<file path="config.mk">
export PLATFORM = sky130hd
export DESIGN_NAME = regfile_wb_arbiter
export DESIGN_NICKNAME = d
export VERILOG_FILES = /design/src/rtl/regfile_wb_arbiter.sv
export SDC_FILE = /design/constraint.sdc
export NUM_CORES = 1
export LEC_CHECK = 0
export CORE_ASPECT_RATIO = 1.25
export CORE_MARGIN = 8
export CORE_UTILIZATION = 35
export CTS_CLUSTER_SIZE = 28
export DETAILED_ROUTE_END_ITERATION = 16
export PLACE_DENSITY = 0.78
export SETUP_SLACK_MARGIN = 0.5
export SKIP_CTS_REPAIR_TIMING = 1
export SYNTH_ARGS = -nofsm -noshare
export SYNTH_HDL_FRONTEND = slang
export SYNTH_SLANG_ARGS = --single-unit
</file>
<file path="constraint.sdc">
create_clock -name clk -period 2.55 [get_ports clk]
set_clock_uncertainty 0.1 [all_clocks]
set_input_delay 0.51 -clock clk [delete_from_list [all_inputs] [get_ports clk]]
set_output_delay 0.51 -clock clk [all_outputs]
set_load 0.03 [all_outputs]
</file>
<file path="src/rtl/regfile_wb_arbiter.sv">
// Round-robin write-back arbiter feeding the single register file write port, plus RAW pending mask.
// Latency: grant in cycle N, registered write in cycle N+1, register file captures at the following edge.
// Backpressure: req_ready is one-hot (or zero); losers hold valid/id/data until granted; no grants during rst.
module regfile_wb_arbiter #(
    parameter int NREQ = 3,
    parameter int XLEN = 32
) (
    input  logic                 clk,
    input  logic                 rst,
    input  logic [NREQ-1:0]      req_valid,
    input  logic [5*NREQ-1:0]    req_id,
    input  logic [XLEN*NREQ-1:0] req_data,
    output logic [NREQ-1:0]      req_ready,
    output logic                 write_en,
    output logic [4:0]           write_id,
    output logic [XLEN-1:0]      write_data,
    output logic [31:0]          pending_mask
);

    localparam int PW = (NREQ > 2) ? 2 : 1;

    typedef struct packed {
        logic            en;
        logic [4:0]      id;
        logic [XLEN-1:0] data;
    } wb_t;

    logic [PW-1:0]   rr_ptr;
    logic [PW-1:0]   gnt_idx;
    logic            gnt_vld;
    logic [4:0]      sel_id;
    logic [XLEN-1:0] sel_data;
    logic [31:0]     pend;
    wb_t             wb_q;

    // Scan from rr_ptr, wrapping; only req_valid and rr_ptr feed the grant.
    always_comb begin
        gnt_vld = 1'b0;
        gnt_idx = '0;
        for (int k = 0; k < NREQ; k++) begin
            if (!gnt_vld && req_valid[(int'(rr_ptr) + k) % NREQ]) begin
                gnt_vld = 1'b1;
                gnt_idx = PW'((int'(rr_ptr) + k) % NREQ);
            end
        end
        if (rst) begin
            gnt_vld = 1'b0;
        end
    end

    always_comb begin
        req_ready = '0;
        if (gnt_vld) begin
            req_ready[gnt_idx] = 1'b1;
        end
    end

    always_comb begin
        sel_id   = '0;
        sel_data = '0;
        for (int i = 0; i < NREQ; i++) begin
            if (gnt_idx == PW'(i)) begin
                sel_id   = req_id[5*i +: 5];
                sel_data = req_data[XLEN*i +: XLEN];
            end
        end
    end

    // x0 writes are consumed but never enabled; id/data hold when idle.
    always_ff @(posedge clk) begin
        if (rst) begin
            rr_ptr <= '0;
            wb_q   <= '0;
        end else begin
            wb_q.en <= 1'b0;
            if (gnt_vld) begin
                rr_ptr    <= (gnt_idx == PW'(NREQ - 1)) ? '0 : gnt_idx + PW'(1);
                wb_q.en   <= (sel_id != 5'd0);
                wb_q.id   <= sel_id;
                wb_q.data <= sel_data;
            end
        end
    end

    always_comb begin
        pend = '0;
        if (wb_q.en) begin
            pend[wb_q.id] = 1'b1;
        end
        for (int i = 0; i < NREQ; i++) begin
            if (req_valid[i]) begin
                pend[req_id[5*i +: 5]] = 1'b1;
            end
        end
        pend[0] = 1'b0;
    end

    assign pending_mask = pend;
    assign write_en     = wb_q.en;
    assign write_id     = wb_q.id;
    assign write_data   = wb_q.data;

endmodule

</file>
==> results of run 1 <==
synth_stat cells, types with 5 or more instances:
library cell  number
nor2_1            56
a21oi_1           46
nand2_1           46
dfxtp_1           40
mux2i_1           34
o21ai_0           32
clkbuf_1          21
o221ai_1          16
nand3b_1          14
o22ai_1           12
a221o_1           11
a22o_1             9
inv_1              9
nor3_1             9
nand3_1            7
nor3b_1            7
or3b_2             7
a21o_1             6
and3b_1            6
buf_2              6
buf_4              5
final timing paths:
path,depth (start not counted),endpoint,start
worst min-delay path,2,write_data[0]$_SDFFE_PP0P_,write_data[0]$_SDFFE_PP0P_
worst max-delay path,9,req_ready[0],rr_ptr[0]$_SDFFE_PP0P_
worst min register to register,2,write_data[0]$_SDFFE_PP0P_,write_data[0]$_SDFFE_PP0P_
worst max register to register,11,write_en$_SDFF_PP0_,rr_ptr[1]$_SDFFE_PP0P_
sequential cells by signal (all words and copies together) (netlist names):
signal      flops
rr_ptr          2
write_data     32
write_id        5
write_en        1
per-stage QoR:
| stage | cell area [sq um] | util | hold WS (ns) |
|---|---|---|---|
| floorplan | 3692 | - | 0.3866 |
| detailed placement | 5949 | 0.6555 | 0.3429 |
| global placement | 5949 | 0.6555 | 0.3354 |
| CTS | 6087 | 0.6707 | 0.3538 |
| global route | 7338 | 0.8085 | 0.3848 |
| finish | 7338 | 0.8085 | 0.3516 |
worst max-delay path, delay by kind of cell, from the launching register on:
family | cells | cell delay [ns]
adder cells (fa/ha/maj) | 1 | 0.23
buffers and inverters | 3 | 0.31
flip-flops | 1 | 0.39
AND/OR/NAND/NOR | 5 | 0.85
cell usage in the layout, fill, tap and decap left out, types with 4 or more instances in the layout:
cell type	synthesis	final
buf_12	0	14
inv_1	9	6
dfxtp_4	0	7
a21oi_2	0	11
nor2_1	56	45
mux2i_1	34	32
a22o_1	9	9
dfxtp_1	40	32
clkdlybuf4s50_1	0	132
a21o_1	6	6
o22ai_2	0	8
o21ai_0	32	30
nor2_4	0	7
buf_6	4	75
nor3_4	0	5
a21oi_1	46	34
buf_8	0	6
nand2_1	46	39
nor2_2	0	4
clkbuf_16	0	7
a221o_2	0	8
o221ai_4	0	13
buf_4	5	62
or3b_4	0	7
nand2_2	0	5
nand3b_1	14	14
cell type report:
class | instances | area, sq um | area share
clock inverters | 2 | 12.51 | 0.001705
clock buffers | 5 | 125.1 | 0.01705
multi-input cells | 358 | 3025 | 0.4123
flip-flops and latches | 40 | 828.3 | 0.1129
repair buffers | 301 | 3154 | 0.4298
inverters | 9 | 38.79 | 0.005286
well taps | 123 | 153.9 | 0.02097
where the power goes:
part / switching (mW) / internal [mW]
sequential: 0.273 / 0.977
clock: 0.234 / 0.354
combinational: 2.55 / 2.27
layer usage:
metal / vias up / share of wire
li1: 2184 / -
met1: 2213 / 0.34
met2: 308 / 0.52
met3: 71 / 0.097
met4: 0 / 0.047
met5: - / 0
logic make-up (layout without fill, tap and decap cells):
family,after synthesis,in the layout,share of synthesized area
buffers and inverters,46,317,0.07033
AO/OA/AOI/OAI,148,148,0.2975
other,1,1,0.001152
multiplexers,34,34,0.1045
adder cells (fa/ha/maj),4,4,0.01537
AND/OR/NAND/NOR,171,171,0.2652
flip-flops,40,40,0.2460
==> results by group, run 1 <==
Cells and area
  – Post-layout net count: between 800 and 900
  – Share of layout cells above drive strength 1: 0.4196
  – Total of fill cells in the finished design: 588
  – Antenna cells: 0
  – Number of standard cells in the final layout excluding fillers: roughly 840
  – Area growth from synthesis to layout: 125.4%

Setup path
  – Worst setup slack for register-to-register paths: approximately 0.050 ns
  – Sort of element at the start of the critical path: register
  – Crit path capture type: output port
  – Delay contributed by the slowest stage of the critical path: 0.39 ns
  – Crit-path slowest cell: dfxtp_4
  – Dominant cell type by count on the critical path: nor3_4
  – Largest fanout on the critical path: 6
  – Arrival time of the worst setup path: a little over 2 ns
  – Startpoint-to-endpoint class of the critical path: reg -> out
  – CP Data Required Time: about 1.9 ns
  – Cell breakdown of the critical path: inv_4, ha_4, nand3b_1, nand2_2, buf_6, nor3_4, or2_4, nor3_4, buf_12

Floorplanning
  – Core footprint: just over 0.009 sq mm
  – DIE AREA: about 0.013 sq mm
  – Number of rows created at floorplan: 39
  – DIE HEIGHT: ~120 um
  – Number of primary I/O pins: between 150 and 200
  – Effective utilization at floorplan: 0.3587
  – Width of the die: a little over 100 um

CTS
  – Maximum count of clock buffers along a single path: 2
  – CTS tree: built
  – Clk Tree Root Cell: clkbuf_16
  – Clock buffer count from CTS: 5
  – Sink Count: 40
  – Clock transition at the register clock pins on the worst setup and hold paths after CTS: ~0.050 ns
  – Clock network latency to the later pin of the worst-skew pair: around 0.28 ns
  – CTS H-tree depth: 2

Placed design
  – HPWL reported at the end of detailed placement: roughly 13 mm
  – Number of instances in the placed design: about 800
  – Routability congestion estimate: 0.9683
  – Total of buffers placed on input and output ports: 187
  – Post-Place Setup Slack: -0.3879 ns

GRT
  – GR Layer Usage met1: 0.2524
  – Maximum number of pins on one net before global-route repair: 40
  – Wire length of the first global-routing pass: 23.99 mm
  – Layer with the highest usage: met2
  – Via count of the first global-routing pass: ~4600
  – Leftover overflow at the end of global routing: 0
  – Number of antenna violations at the first check in global routing: 0
  – Global routing met2 resource utilization: 0.4404
  – Gr usage total: 0.2432
  – M3 GR Usage: 0.07383

Synthesis
  – Yosys top cell by area: dfxtp_1
  – Cells taking the most area after synthesis: dfxtp_1 25%, mux2i_1 10%, a21oi_1 7.1%, nor2_1 6.5%, nand2_1 5.3%
  – Mean post-synth cell area: approximately 7.3 sq um
  – FF+latch count, synth: 40
  – Number of distinct library cells after synthesis: 45
  – Synthesis warning total: 0
  – Synth top area share: 0.2460
  – Total nets after synthesis: 564
  – Fraction of synthesis flops using an asynchronous set or reset pin: 0
  – Number of enable-type register cells in the synthesized netlist: 0
  – Prevailing post-synth register cell: dfxtp_1
  – Post-synthesis instance area: between 0.003 and 0.004 sq mm
  – Cells after synthesis: 444
  – Sequential fraction of the synthesis area: 0.2460

Power
  – Static power due to leakage: 2.907 nW
  – Pwr/cell area: roughly 900 mW/mm^2
  – Worst vdd ir: about 0.54 mV
  – Total power draw: about 6.7 mW

Timing
  – Share of the cycle needed by the critical path after routing: 1.047
  – Final setup violation count: 3
  – Final total negative setup slack: -0.2380 ns
  – Minimum period implied by the final worst setup slack: approximately 2.7 ns
  – Worst Setup Slack, final: -0.1208 ns
  – Max-slew violations: 0
  – Final number of hold-violating endpoints: 0
  – Setup repair after global routing missed its margin: true
  – Maximum achievable frequency: ~370 MHz

Detailed routing
  – Number of DRC violations after detailed-routing iteration 0: around 220
  – Average routed wire per standard cell: about 22 um
  – Antenna viol nets, final: 0
  – Aggregate routed wire length: 18.22 mm
  – Number of vias per cell after detailed routing: about 5.7
  – Detailed-routing iteration count for the pre-antenna-repair pass: 5
  – Remaining DRCs: 0
  – Routed vias: approximately 4800

Worst hold path
  – Worst min-delay path category: reg -> reg

Outcome
  – Violations in the final reports: setup timing
  – Run status: finished with violations

Run
  – Max_cap viols: 0
Power figures use the tool's default switching activity.
==> inputs of run 2 (changes only) <==
Settings changed: ABC_AREA from default to 1, CELL_PAD_IN_SITES_DETAIL_PLACEMENT from default to 1, CELL_PAD_IN_SITES_GLOBAL_PLACEMENT from default to 1, CORE_ASPECT_RATIO 1.25 to 0.8, CORE_UTILIZATION 35 to 22, PLACE_DENSITY 0.78 to default, PLACE_DENSITY_LB_ADDON from default to 0.1.
==> run 2 against run 1 <==
Register-to-register slack improved by 0.04 ns. First-iteration DRC count is 5.1% higher. The run still ends with setup timing left. Die area up 45%. Worst setup slack improved by 0.042 ns.
==> results by group, run 2 <==
Synthesis
  – Number of enable-type register cells in the synthesized netlist: 0 (unchanged)
  – Compound-cell area share of the yosys netlist: 0.2892 (-0.008220)
  – Synthesis warning total: 0 (unchanged)
  – Fraction of synthesis flops using an asynchronous set or reset pin: 0 (unchanged)
  – Fraction of synthesized area in multiplexers: 0 (-0.1045)
  – Yosys top cell by area: dfxtp_1
  – Sequential fraction of the synthesis area: 0.2550 (+0.009015)
  – Number of distinct library cells after synthesis: 32 (-29%)
  – Cells taking the most area after synthesis: dfxtp_1 25%, nand2_1 20%, o221ai_1 8.1%, nand3_1 6.1%, a22oi_1 6.0%
  – Cells after synthesis: 498 (+12%)
  – Post-synthesis instance area: 0.003141 sq mm (-3.5%)
  – Total nets after synthesis: 618 (+9.6%)
  – Adder-Cell Fraction of Synth Area: 0.01594 (+0.0005635)
  – Synth top area share: 0.2550 (+0.009015)
  – Cell with the most instances after synthesis: nand2_1
  – Mean post-synth cell area: 6.306 sq um (-14%)
  – Xor and xnor area share after synthesis: 0 (unchanged)
  – Simple-gate area share of the yosys netlist: 0.3398 (+0.07466)
  – FF+latch count, synth: 40 (unchanged)
  – Prevailing post-synth register cell: dfxtp_1
  – Main combinational cell family by area after synthesis: simple AND/OR/NAND/NOR gates
  – Top cells by instance count after synthesis: 166 x nand2_1, 40 x dfxtp_1, 38 x nand3_1

GRT
  – Layer with the highest usage: met2
  – Via count of the first global-routing pass: 4725 (+3.2%)
  – Global routing met2 resource utilization: 0.2913 (-0.1491)
  – Leftover overflow at the end of global routing: 0 (unchanged)
  – Maximum number of pins on one net before global-route repair: 33 (-18%)
  – Gr usage total: 0.1833 (-0.05994)
  – M3 GR Usage: 0.05822 (-0.01561)
  – Wire length of the first global-routing pass: 26.83 mm (+12%)
  – Number of antenna violations at the first check in global routing: 0 (unchanged)
  – GR Layer Usage met1: 0.2445 (-0.007897)

Power
  – Pwr/cell area: 1036 mW/mm^2 (+14%)
  – Static power due to leakage: 3.137 nW (+7.9%)
  – Worst vdd ir: 0.5861 mV (+8.0%)

Cells and area
  – Total of fill cells in the finished design: 1567 (+170%)
  – Number of flip-flops in the largest register: 32 (unchanged)
  – Most frequent cells in the layout: 131 x clkdlybuf4s50_1, 98 x nand2_1, 70 x buf_6
  – Area growth from synthesis to layout: 152.3%
  – Share of layout cells above drive strength 1: 0.5563 (+0.1367)
  – Post-layout net count: 892 (+6.8%)
  – Most common library cell in the layout ignoring fill and taps: clkdlybuf4s50_1

Setup path
  – Dominant cell type by count on the critical path: inv_4
  – Total buffers and inverters traversed by the critical path: 4 (+1)
  – Cell breakdown of the critical path: inv_4, ha_4, inv_4, nand2_2, nand2_2, a21oi_4, nand4_1, nand2_4, inv_4, nor2_4, buf_6
  – Sort of element at the start of the critical path: register
  – Crit path capture type: output port
  – CP Data Required Time: 1.94 ns (about the same)
  – Crit-path slowest cell: dfxtp_4
  – Crit-path leading delay family: simple AND/OR/NAND/NOR gates
  – Largest fanout on the critical path: 5 (-1)
  – Delay contributed by the slowest stage of the critical path: 0.37 ns (-0.02 ns)
  – Arrival time of the worst setup path: 2.02 ns (-0.04 ns)
  – Worst setup slack for register-to-register paths: 0.09 ns (+0.04 ns)
  – Startpoint-to-endpoint class of the critical path: reg -> out

CTS
  – Maximum count of clock buffers along a single path: 2 (unchanged)
  – Clk Tree Root Cell: clkbuf_16
  – Clock transition at the register clock pins on the worst setup and hold paths after CTS: 0.06 ns (about the same)
  – CTS tree: built
  – CTS H-tree depth: 2 (unchanged)
  – Sink Count: 40 (unchanged)
  – Clock network latency to the later pin of the worst-skew pair: 0.28 ns (about the same)
  – Clock buffer count from CTS: 5 (unchanged)

Floorplanning
  – Number of rows created at floorplan: 39 (unchanged)
  – Effective utilization at floorplan: 0.2227 (-0.1360)
  – DIE AREA: 0.01838 sq mm (+45%)
  – Number of primary I/O pins: 189 (unchanged)
  – DIE HEIGHT: 122.9 um (-0.78%)
  – Width of the die: 149.6 um (+46%)
  – Core footprint: 0.01410 sq mm (+55%)

Timing
  – Final total negative setup slack: -0.1440 ns (+0.09398 ns)
  – Maximum achievable frequency: 380.4 MHz (+1.6%)
  – Final number of hold-violating endpoints: 0 (unchanged)
  – Minimum period implied by the final worst setup slack: 2.629 ns (-0.04224 ns)
  – Setup repair after global routing missed its margin: true
  – Worst Setup Slack, final: -0.07853 ns (+0.04224 ns)
  – Share of the cycle needed by the critical path after routing: 1.031 (-0.01656)
  – Final setup violation count: 3 (unchanged)
  – Max-slew violations: 0 (unchanged)

Placed design
  – Total of buffers placed on input and output ports: 187 (unchanged)
  – Routability congestion estimate: 0.8972 (-7.3%)
  – HPWL reported at the end of detailed placement: 14.49 mm (+10%)
  – Post-Place Setup Slack: -0.2664 ns (+0.1215 ns)

Detailed routing
  – Aggregate routed wire length: 21.64 mm (+19%)
  – Remaining DRCs: 0 (unchanged)
  – Routed vias: 4943 (+3.5%)
  – Detailed-routing iteration count for the pre-antenna-repair pass: 5 (unchanged)
  – Antenna viol nets, final: 0 (unchanged)
  – Number of vias per cell after detailed routing: 5.160 (-9.5%)
  – Number of DRC violations after detailed-routing iteration 0: 228 (+5.1%)
  – Average routed wire per standard cell: 22.59 um (+3.9%)

Worst hold path
  – Worst min-delay path category: reg -> reg

Run
  – Max_cap viols: 0 (unchanged)

Outcome
  – Violations in the final reports: setup timing
  – Run status: finished with violations
run 2: cell count changes after synthesis, moves of 23 or more:
cell / previous run / this run
mux2i_1: 34 / 0
o21ai_1: 1 / 34
o21ai_0: 32 / 9
nand2_1: 46 / 166
nand3_1: 7 / 38
inv_1: 9 / 36
nor2_1: 56 / 11
run 2: where the power goes:
group          switching [mW]  internal [mW]  total [mW]
combinational            3.68           2.82        6.50
clock                   0.247          0.389       0.636
sequential              0.189          0.887        1.08
run 2: logic make-up after synthesis:
group,Yosys count
compound gates,138
fa+ha+maj,4
buf+inv,66
flops,40
other cells,1
simple gates,249
run 2: metrics by stage:
stage          cells  cell area, sq um    util  power (mW)  hold WS (ns)
6_report         958              7924  0.5619       8.213        0.3567
5_1_grt          957              7921  0.5617       8.667        0.3754
4_1_cts          911              5832  0.4135       5.609        0.3587
3_5_place_dp     903              5682  0.4029       4.950        0.3495
3_3_place_gp     903              5682  0.4029       4.877        0.3434
2_1_floorplan    498              3348       -       3.463        0.4080
run 2: layout make-up:
type,count,area [sq um],area share
Multi-Input combinational cell,392,3443,0.4345
Timing Repair Buffer,291,3035,0.3831
Sequential cell,40,825.8,0.1042
Inverter,42,236.5,0.02984
Tap cell,184,230.2,0.02905
Clock buffer,7,142.6,0.01800
Clock inverter,1,7.507,0.0009474
Antenna cell,1,2.502,0.0003158
run 2: worst register-to-register path, stage by stage, from the launching register on:
cell,delay [ns]
dfxtp_4,0.37
inv_4,0.05
ha_4,0.30
inv_4,0.05
nand2_2,0.05
nand2_2,0.07
a21oi_4,0.19
nand4_1,0.18
nand2_4,0.16
nor2_8,0.05
buf_8,0.14
buf_12,0.13
buf_12,0.15
nand2_4,0.07
nand2_2,0.06
a21oi_2,0.12
o21ai_1,0.11
run 2: worst paths after layout:
kind	cells past startpoint	startpoint	endpoint
hold / removal	2	write_data[23]$_SDFFE_PP0P_	write_data[23]$_SDFFE_PP0P_
setup / recovery	11	rr_ptr[0]$_SDFFE_PP0P_	req_ready[2]
setup reg to reg	16	rr_ptr[0]$_SDFFE_PP0P_	write_data[13]$_SDFFE_PP0P_
hold reg to reg	2	write_data[23]$_SDFFE_PP0P_	write_data[23]$_SDFFE_PP0P_
run 2: layer usage:
layer  routed length [um]  share of wire
met1                 9090           0.42
met2                10770           0.50
met3                 1404          0.065
met4                  379          0.018
met5                    0              0
==> inputs of run 3 (changes only) <==
Settings changed: SLEW_MARGIN from default to 10.
==> results of run 3 <==
Same layout as run 2: the final DEF is identical, and so are final timing and power.
